===== config.mk =====
export PLATFORM = sky130hd
export DESIGN_NAME = sram_bus_arbiter
export DESIGN_NICKNAME = d
export VERILOG_FILES = /design/src/rtl/sram_bus_arbiter.sv
export SDC_FILE = /design/constraint.sdc
export NUM_CORES = 1
export LEC_CHECK = 0
export CELL_PAD_IN_SITES_DETAIL_PLACEMENT = 1
export CELL_PAD_IN_SITES_GLOBAL_PLACEMENT = 2
export CORE_MARGIN = 1
export CORE_UTILIZATION = 26
export CTS_CLUSTER_SIZE = 10
export DETAILED_ROUTE_END_ITERATION = 7
export PLACE_DENSITY = 0.84
export SLEW_MARGIN = 20
export SYNTH_ARGS = -nofsm -noshare
export SYNTH_HDL_FRONTEND = slang
export SYNTH_SLANG_ARGS = --single-unit

===== constraint.sdc =====
create_clock -name clk -period 5.65 [get_ports clk]
set_input_delay 1.695 -clock clk [delete_from_list [all_inputs] [get_ports clk]]
set_output_delay 1.695 -clock clk [all_outputs]
set_load 0.05 [all_outputs]

===== src/rtl/sram_bus_arbiter.sv =====
`timescale 1ns/1ps
`default_nettype none
// ============================================================================
//  Module      : sram_bus_arbiter
//  Description : Shares one external SRAM/bus port between the instruction
//                fetch (IF) and data access (MEM) stages. Each access runs
//                through a req/ack handshake. The block raises per-stage
//                stall requests, holds completed read data while a stage is
//                frozen, and drains an in-flight access on flush.
//  Revision    : 1.0 - initial release
// ============================================================================
module sram_bus_arbiter #(
   parameter int ADDR_W = 32,
   parameter int DATA_W = 32
) (
   input  logic                  clk,
   input  logic                  rst,
   input  logic                  flush,
   input  logic                  if_stall_i,
   input  logic                  mem_stall_i,
   // instruction fetch side
   input  logic                  if_ce_i,
   input  logic [ADDR_W-1:0]     if_addr_i,
   output logic [DATA_W-1:0]     if_data_o,
   output logic                  stallreq_if_o,
   // data access side
   input  logic                  mem_ce_i,
   input  logic                  mem_we_i,
   input  logic [DATA_W/8-1:0]   mem_sel_i,
   input  logic [ADDR_W-1:0]     mem_addr_i,
   input  logic [DATA_W-1:0]     mem_data_i,
   output logic [DATA_W-1:0]     mem_data_o,
   output logic                  stallreq_mem_o,
   // external bus
   output logic                  bus_req_o,
   output logic                  bus_we_o,
   output logic [DATA_W/8-1:0]   bus_sel_o,
   output logic [ADDR_W-1:0]     bus_addr_o,
   output logic [DATA_W-1:0]     bus_wdata_o,
   input  logic [DATA_W-1:0]     bus_rdata_i,
   input  logic                  bus_ack_i
);

   localparam int c_sel_w = DATA_W / 8;

   typedef enum logic [1:0] {
      ST_IDLE     = 2'd0,
      ST_IF_BUSY  = 2'd1,
      ST_MEM_BUSY = 2'd2
   } state_e;

   // ------------------------------------------------------------------------
   // Registers
   // ------------------------------------------------------------------------
   state_e                state_q;
   logic                  bus_req_q;
   logic                  bus_we_q;
   logic [c_sel_w-1:0]    bus_sel_q;
   logic [ADDR_W-1:0]     bus_addr_q;
   logic [DATA_W-1:0]     bus_wdata_q;
   logic                  discard_q;

   logic                  if_hold_q;
   logic                  if_hold_d;
   logic [DATA_W-1:0]     if_buf_q;
   logic [DATA_W-1:0]     if_buf_d;
   logic                  mem_hold_q;
   logic                  mem_hold_d;
   logic [DATA_W-1:0]     mem_buf_q;
   logic [DATA_W-1:0]     mem_buf_d;

   // ------------------------------------------------------------------------
   // Completion decode: an ack only counts when the access is still wanted,
   // i.e. it was not flushed earlier (discard) nor in the ack cycle itself.
   // ------------------------------------------------------------------------
   logic w_if_done;
   logic w_mem_done;
   logic w_mem_rd_done;
   logic w_mem_cand;
   logic w_if_cand;

   assign w_if_done     = (state_q == ST_IF_BUSY)  & bus_ack_i & ~discard_q & ~flush;
   assign w_mem_done    = (state_q == ST_MEM_BUSY) & bus_ack_i & ~discard_q & ~flush;
   assign w_mem_rd_done = w_mem_done & ~bus_we_q;

   // A stage that is holding buffered data must not start a second access
   // for the same request.
   assign w_mem_cand    = mem_ce_i & ~mem_hold_q & ~flush;
   assign w_if_cand     = if_ce_i  & ~if_hold_q  & ~flush;

   // ------------------------------------------------------------------------
   // Stage-facing outputs
   // ------------------------------------------------------------------------
   assign if_data_o      = if_hold_q  ? if_buf_q  : (w_if_done     ? bus_rdata_i : '0);
   assign mem_data_o     = mem_hold_q ? mem_buf_q : (w_mem_rd_done ? bus_rdata_i : '0);

   // While a flushed access drains, neither stage is told to wait on it.
   assign stallreq_if_o  = if_ce_i  & ~if_hold_q  & ~flush & ~discard_q & ~w_if_done;
   assign stallreq_mem_o = mem_ce_i & ~mem_hold_q & ~flush & ~discard_q & ~w_mem_done;

   assign bus_req_o      = bus_req_q;
   assign bus_we_o       = bus_we_q;
   assign bus_sel_o      = bus_sel_q;
   assign bus_addr_o     = bus_addr_q;
   assign bus_wdata_o    = bus_wdata_q;

   // Next-state of the per-stage hold flags and their data buffers.
   always_comb begin
      if_hold_d  = if_hold_q;
      if_buf_d   = if_buf_q;
      mem_hold_d = mem_hold_q;
      mem_buf_d  = mem_buf_q;

      if (flush) begin
         if_hold_d  = 1'b0;
         mem_hold_d = 1'b0;
      end else begin
         // IF: release one cycle after the stage unfreezes
         if (if_hold_q) begin
            if (!if_stall_i) begin
               if_hold_d = 1'b0;
            end
         end else if (w_if_done && if_stall_i) begin
            if_hold_d = 1'b1;
            if_buf_d  = bus_rdata_i;
         end

         // MEM: a completed write also holds so it is never reissued
         if (mem_hold_q) begin
            if (!mem_stall_i) begin
               mem_hold_d = 1'b0;
            end
         end else if (w_mem_done && mem_stall_i) begin
            mem_hold_d = 1'b1;
            mem_buf_d  = bus_we_q ? '0 : bus_rdata_i;
         end
      end
   end

   // Hold flags and buffers update.
   always_ff @(posedge clk) begin
      if (rst) begin
         if_hold_q  <= 1'b0;
         if_buf_q   <= '0;
         mem_hold_q <= 1'b0;
         mem_buf_q  <= '0;
      end else begin
         if_hold_q  <= if_hold_d;
         if_buf_q   <= if_buf_d;
         mem_hold_q <= mem_hold_d;
         mem_buf_q  <= mem_buf_d;
      end
   end

   // Bus sequencer: grant (MEM first), hold bus signals until ack, then idle.
   always_ff @(posedge clk) begin
      if (rst) begin
         state_q     <= ST_IDLE;
         bus_req_q   <= 1'b0;
         bus_we_q    <= 1'b0;
         bus_sel_q   <= '0;
         bus_addr_q  <= '0;
         bus_wdata_q <= '0;
         discard_q   <= 1'b0;
      end else begin
         case (state_q)
            ST_IDLE: begin
               if (w_mem_cand) begin
                  state_q     <= ST_MEM_BUSY;
                  bus_req_q   <= 1'b1;
                  bus_we_q    <= mem_we_i;
                  bus_sel_q   <= mem_sel_i;
                  bus_addr_q  <= mem_addr_i;
                  bus_wdata_q <= mem_data_i;
               end else if (w_if_cand) begin
                  state_q     <= ST_IF_BUSY;
                  bus_req_q   <= 1'b1;
                  bus_we_q    <= 1'b0;
                  bus_sel_q   <= '1;
                  bus_addr_q  <= if_addr_i;
                  bus_wdata_q <= '0;
               end
            end

            ST_IF_BUSY, ST_MEM_BUSY: begin
               if (bus_ack_i) begin
                  // access finished (or drained); the idle cycle that
                  // follows is the bus turnaround
                  state_q     <= ST_IDLE;
                  bus_req_q   <= 1'b0;
                  bus_we_q    <= 1'b0;
                  bus_sel_q   <= '0;
                  bus_addr_q  <= '0;
                  bus_wdata_q <= '0;
                  discard_q   <= 1'b0;
               end else if (flush) begin
                  discard_q   <= 1'b1;
               end
            end

            default: begin
               state_q   <= ST_IDLE;
               bus_req_q <= 1'b0;
               discard_q <= 1'b0;
            end
         endcase
      end
   end

endmodule
`default_nettype wire


==> out/qor.txt <==
Clk pin slew, worst setup/hold paths -> 60 ps
PortBufs -> 276
Fillers -> 2471
Crit-path max cell delay -> 690 ps
CTS tree -> built
Final TNS setup -> 0 ps
N_diodes -> 0
CTS Hold Bufs -> 0
Synth top area share -> 0.457
Most used DFF post-synth -> dfxtp_1
Synthesized flop and latch total -> 139
Fin. max-slew vios -> 0
Multi-input gate area -> 2930 um^2
Switching Share -> 0.287
RD Place Congestion -> 0.753
Max Cap Viol -> 0
Crit path buf inv count -> 3
Initial drt markers -> 183
Initial Util -> 0.267
First-pass GRT wire length -> 32.6 mm
Post-Syn Instances -> 604
DRC -> 0
CP Capture Type -> primary output
Flop pwr share -> 0.379
Slowest cell on the critical path -> clkdlybuf4s50_1
Yosys Warn Count -> 0
# resized after CTS -> 0
CORE AREA -> 22800 um^2
Clk pwr share -> 0.420
First-pass iteration count of the detailed router -> 4
Die H -> 155 um
Largest net degree at the start of global routing -> 66
Initial antenna violation count -> 0
Num CTS Buffers -> 17
Critical path, cell by cell -> clkdlybuf4s50_1, and3b_1, and3b_1, buf_12, a22o_1, buf_12
Critical Path Fanout Max -> 33
Drt via density -> 4.71
Hold crit path type -> flip-flop to flip-flop
Combinational Power Share -> 0.201
Net count after synthesis -> 748
Hold Fails Final Rpt -> 0
Setup Fix Bufs, Post-CTS -> 0
Area leader, netlist -> dfxtp_1
P&R area growth vs syn -> 68.4%
Io pins -> 277
WL/cell -> 17.6 um
Nets@finish -> 1000
Reg area -> 2780 um^2
Die ar. -> 24000 um^2
H-tree lvl count -> 4
Fraction of registers with async set/reset -> 0
Post-synth EDFFs -> 0
Status -> finished, final reports clean
Antenna violation net count after detailed routing -> 0
Pleak -> 0.00387 uW
Number of global-route vias before repair -> 5778
Yosys cell types -> 37
Critical path data required time -> 3950 ps
Ranking of synthesized cells by area -> dfxtp_1, a22o_1, mux2i_1
Die W -> 155 um
Worst skew pair latency -> 420 ps
Mapped cell area -> 6090 um^2
Crit start category -> input pin
Final clock skew -> 8.14 ps
WS Path Type -> input pin to primary output
Top delay family on crit path -> buffers and inverters
Detailed Place HPWL -> 14.7 mm
GRT Overall Usage -> 0.174
Worst endpoint data arrival time -> 3550 ps
CTS root buf -> clkbuf_16
Tcrit/Tclk final -> 0.929
Net switching power -> 791 uW
Pwr/cell area -> 269 nW/um^2
Sequential share of the synthesized area -> 0.457
Slew headroom -> 0.343
FP Rows -> 55
Final-report setup violation count -> 0
Crit path time final -> 5250 ps
Placement Setup Slack -> 439 ps
Share of cells above drive strength 1 -> 0.137
Vias -> 5567
CTS max path bufs -> 2
Pint -> 1960 uW
Worst Max-Slew Pin Slew -> 986 ps
Final wirelength -> 20.8 mm
Maximum vdd ir drop -> 0.170 mV
Sink Count -> 139
Avg Cell Area, Syn -> 10.1 um^2
RSZ-0062 raised after global routing -> no
Congestion Overflow GR -> 0
Final worst setup slack -> 403 ps
Max Fclk -> 191 MHz
flip-flops by register name, indices dropped and copies added (netlist names):
| name | flops |
|---|---|
| bus_addr_o | 32 |
| bus_req_o | 1 |
| bus_sel_o | 4 |
| bus_wdata_o | 32 |
| bus_we_o | 1 |
| discard_q | 1 |
| if_buf_q | 32 |
| if_hold_q | 1 |
| mem_buf_q | 32 |
| mem_hold_q | 1 |
| state_q | 2 |
worst paths after layout:
check	startpoint	to	slack (ps)	cells past startpoint
setup reg to reg	mem_hold_q	bus_addr_o[2]	2970	5
hold reg to reg	if_buf_q[25]	if_buf_q[25]	450	2
setup / recovery	bus_ack_i	mem_data_o[27]	400	6
hold / removal	if_buf_q[25]	if_buf_q[25]	450	2
power groups by stage:
stage	clock network, uW	logic, uW	registers, uW
global placement	0	556	1060
global route	1230	582	1050
CTS	1190	560	1050
floorplan	0	197	1190
detailed placement	0	558	1070
finish	1160	553	1050
metrics by stage:
stage                      util  cells  cell area [um^2]  total power (uW)  hold WS [ps]
after floorplan               -    604              6090              1380           437
after global placement    0.424   1150              9650              1620           442
after detailed placement  0.424   1150              9650              1620           447
after CTS                 0.450   1182             10300              2800           458
after global routing      0.450   1182             10300              2860           475
final                     0.450   1182             10300              2760           455
worst register-to-register path: stages (launching register included):
cell and delay, ps:
dfxtp_1 460, or3b_2 540, buf_4 330, nand2_1 200, nand3_2 620, o2bb2ai_1 420
Yosys cell counts (2+ instances only):
library cell  count
nor3_1            2
nand2b_1         34
ha_1              3
nor2_1           11
buf_2            17
mux2i_1          65
a21oi_1          36
and3b_1           4
clkbuf_1         22
buf_12            3
inv_1             3
o211a_1           2
nand2_1          98
dfxtp_1         139
buf_6            13
o2bb2ai_1        36
a22o_1           96
per-layer routing:
layer	share of wire	global-route usage
met5	0	0
met1	0.43	0.205
met2	0.50	0.307
met4	0.015	0.0542
met3	0.059	0.0468
layout make-up:
cell class / instances / share of cell area
clock inverters: 12 / 0.0160
repair buffers: 289 / 0.345
flip-flops and latches: 139 / 0.271
well taps: 313 / 0.0382
inverters: 3 / 0.00110
clock buffers: 20 / 0.0426
multi-input cells: 406 / 0.286
cell usage in the layout, fill, tap and decap left out, types with 2 or more instances in the layout:
master           count
a21oi_1             36
ha_1                 3
clkbuf_1             3
dfxtp_1            139
clkdlybuf4s50_1    209
o2bb2ai_1           36
buf_12              68
clkbuf_16           17
and3b_1              4
nand2b_1            34
clkinv_4             2
inv_1                3
clkinvlp_4           4
buf_4               11
o211a_1              2
or3b_2               2
mux2i_1             65
a22o_1              96
bufinv_16            3
nor3_1               2
nand2_1             98
nor2_1              11
inv_6                3
cells by family after synthesis:
logic type / share of synthesized area
AOI/OAI and AO/OA: 0.239
adders and majority gates: 0.00617
buffers and inverters: 0.0645
DFF: 0.457
muxes: 0.107
and+or+nand+nor: 0.127
Note: power is estimated with default switching activity, not from simulation.
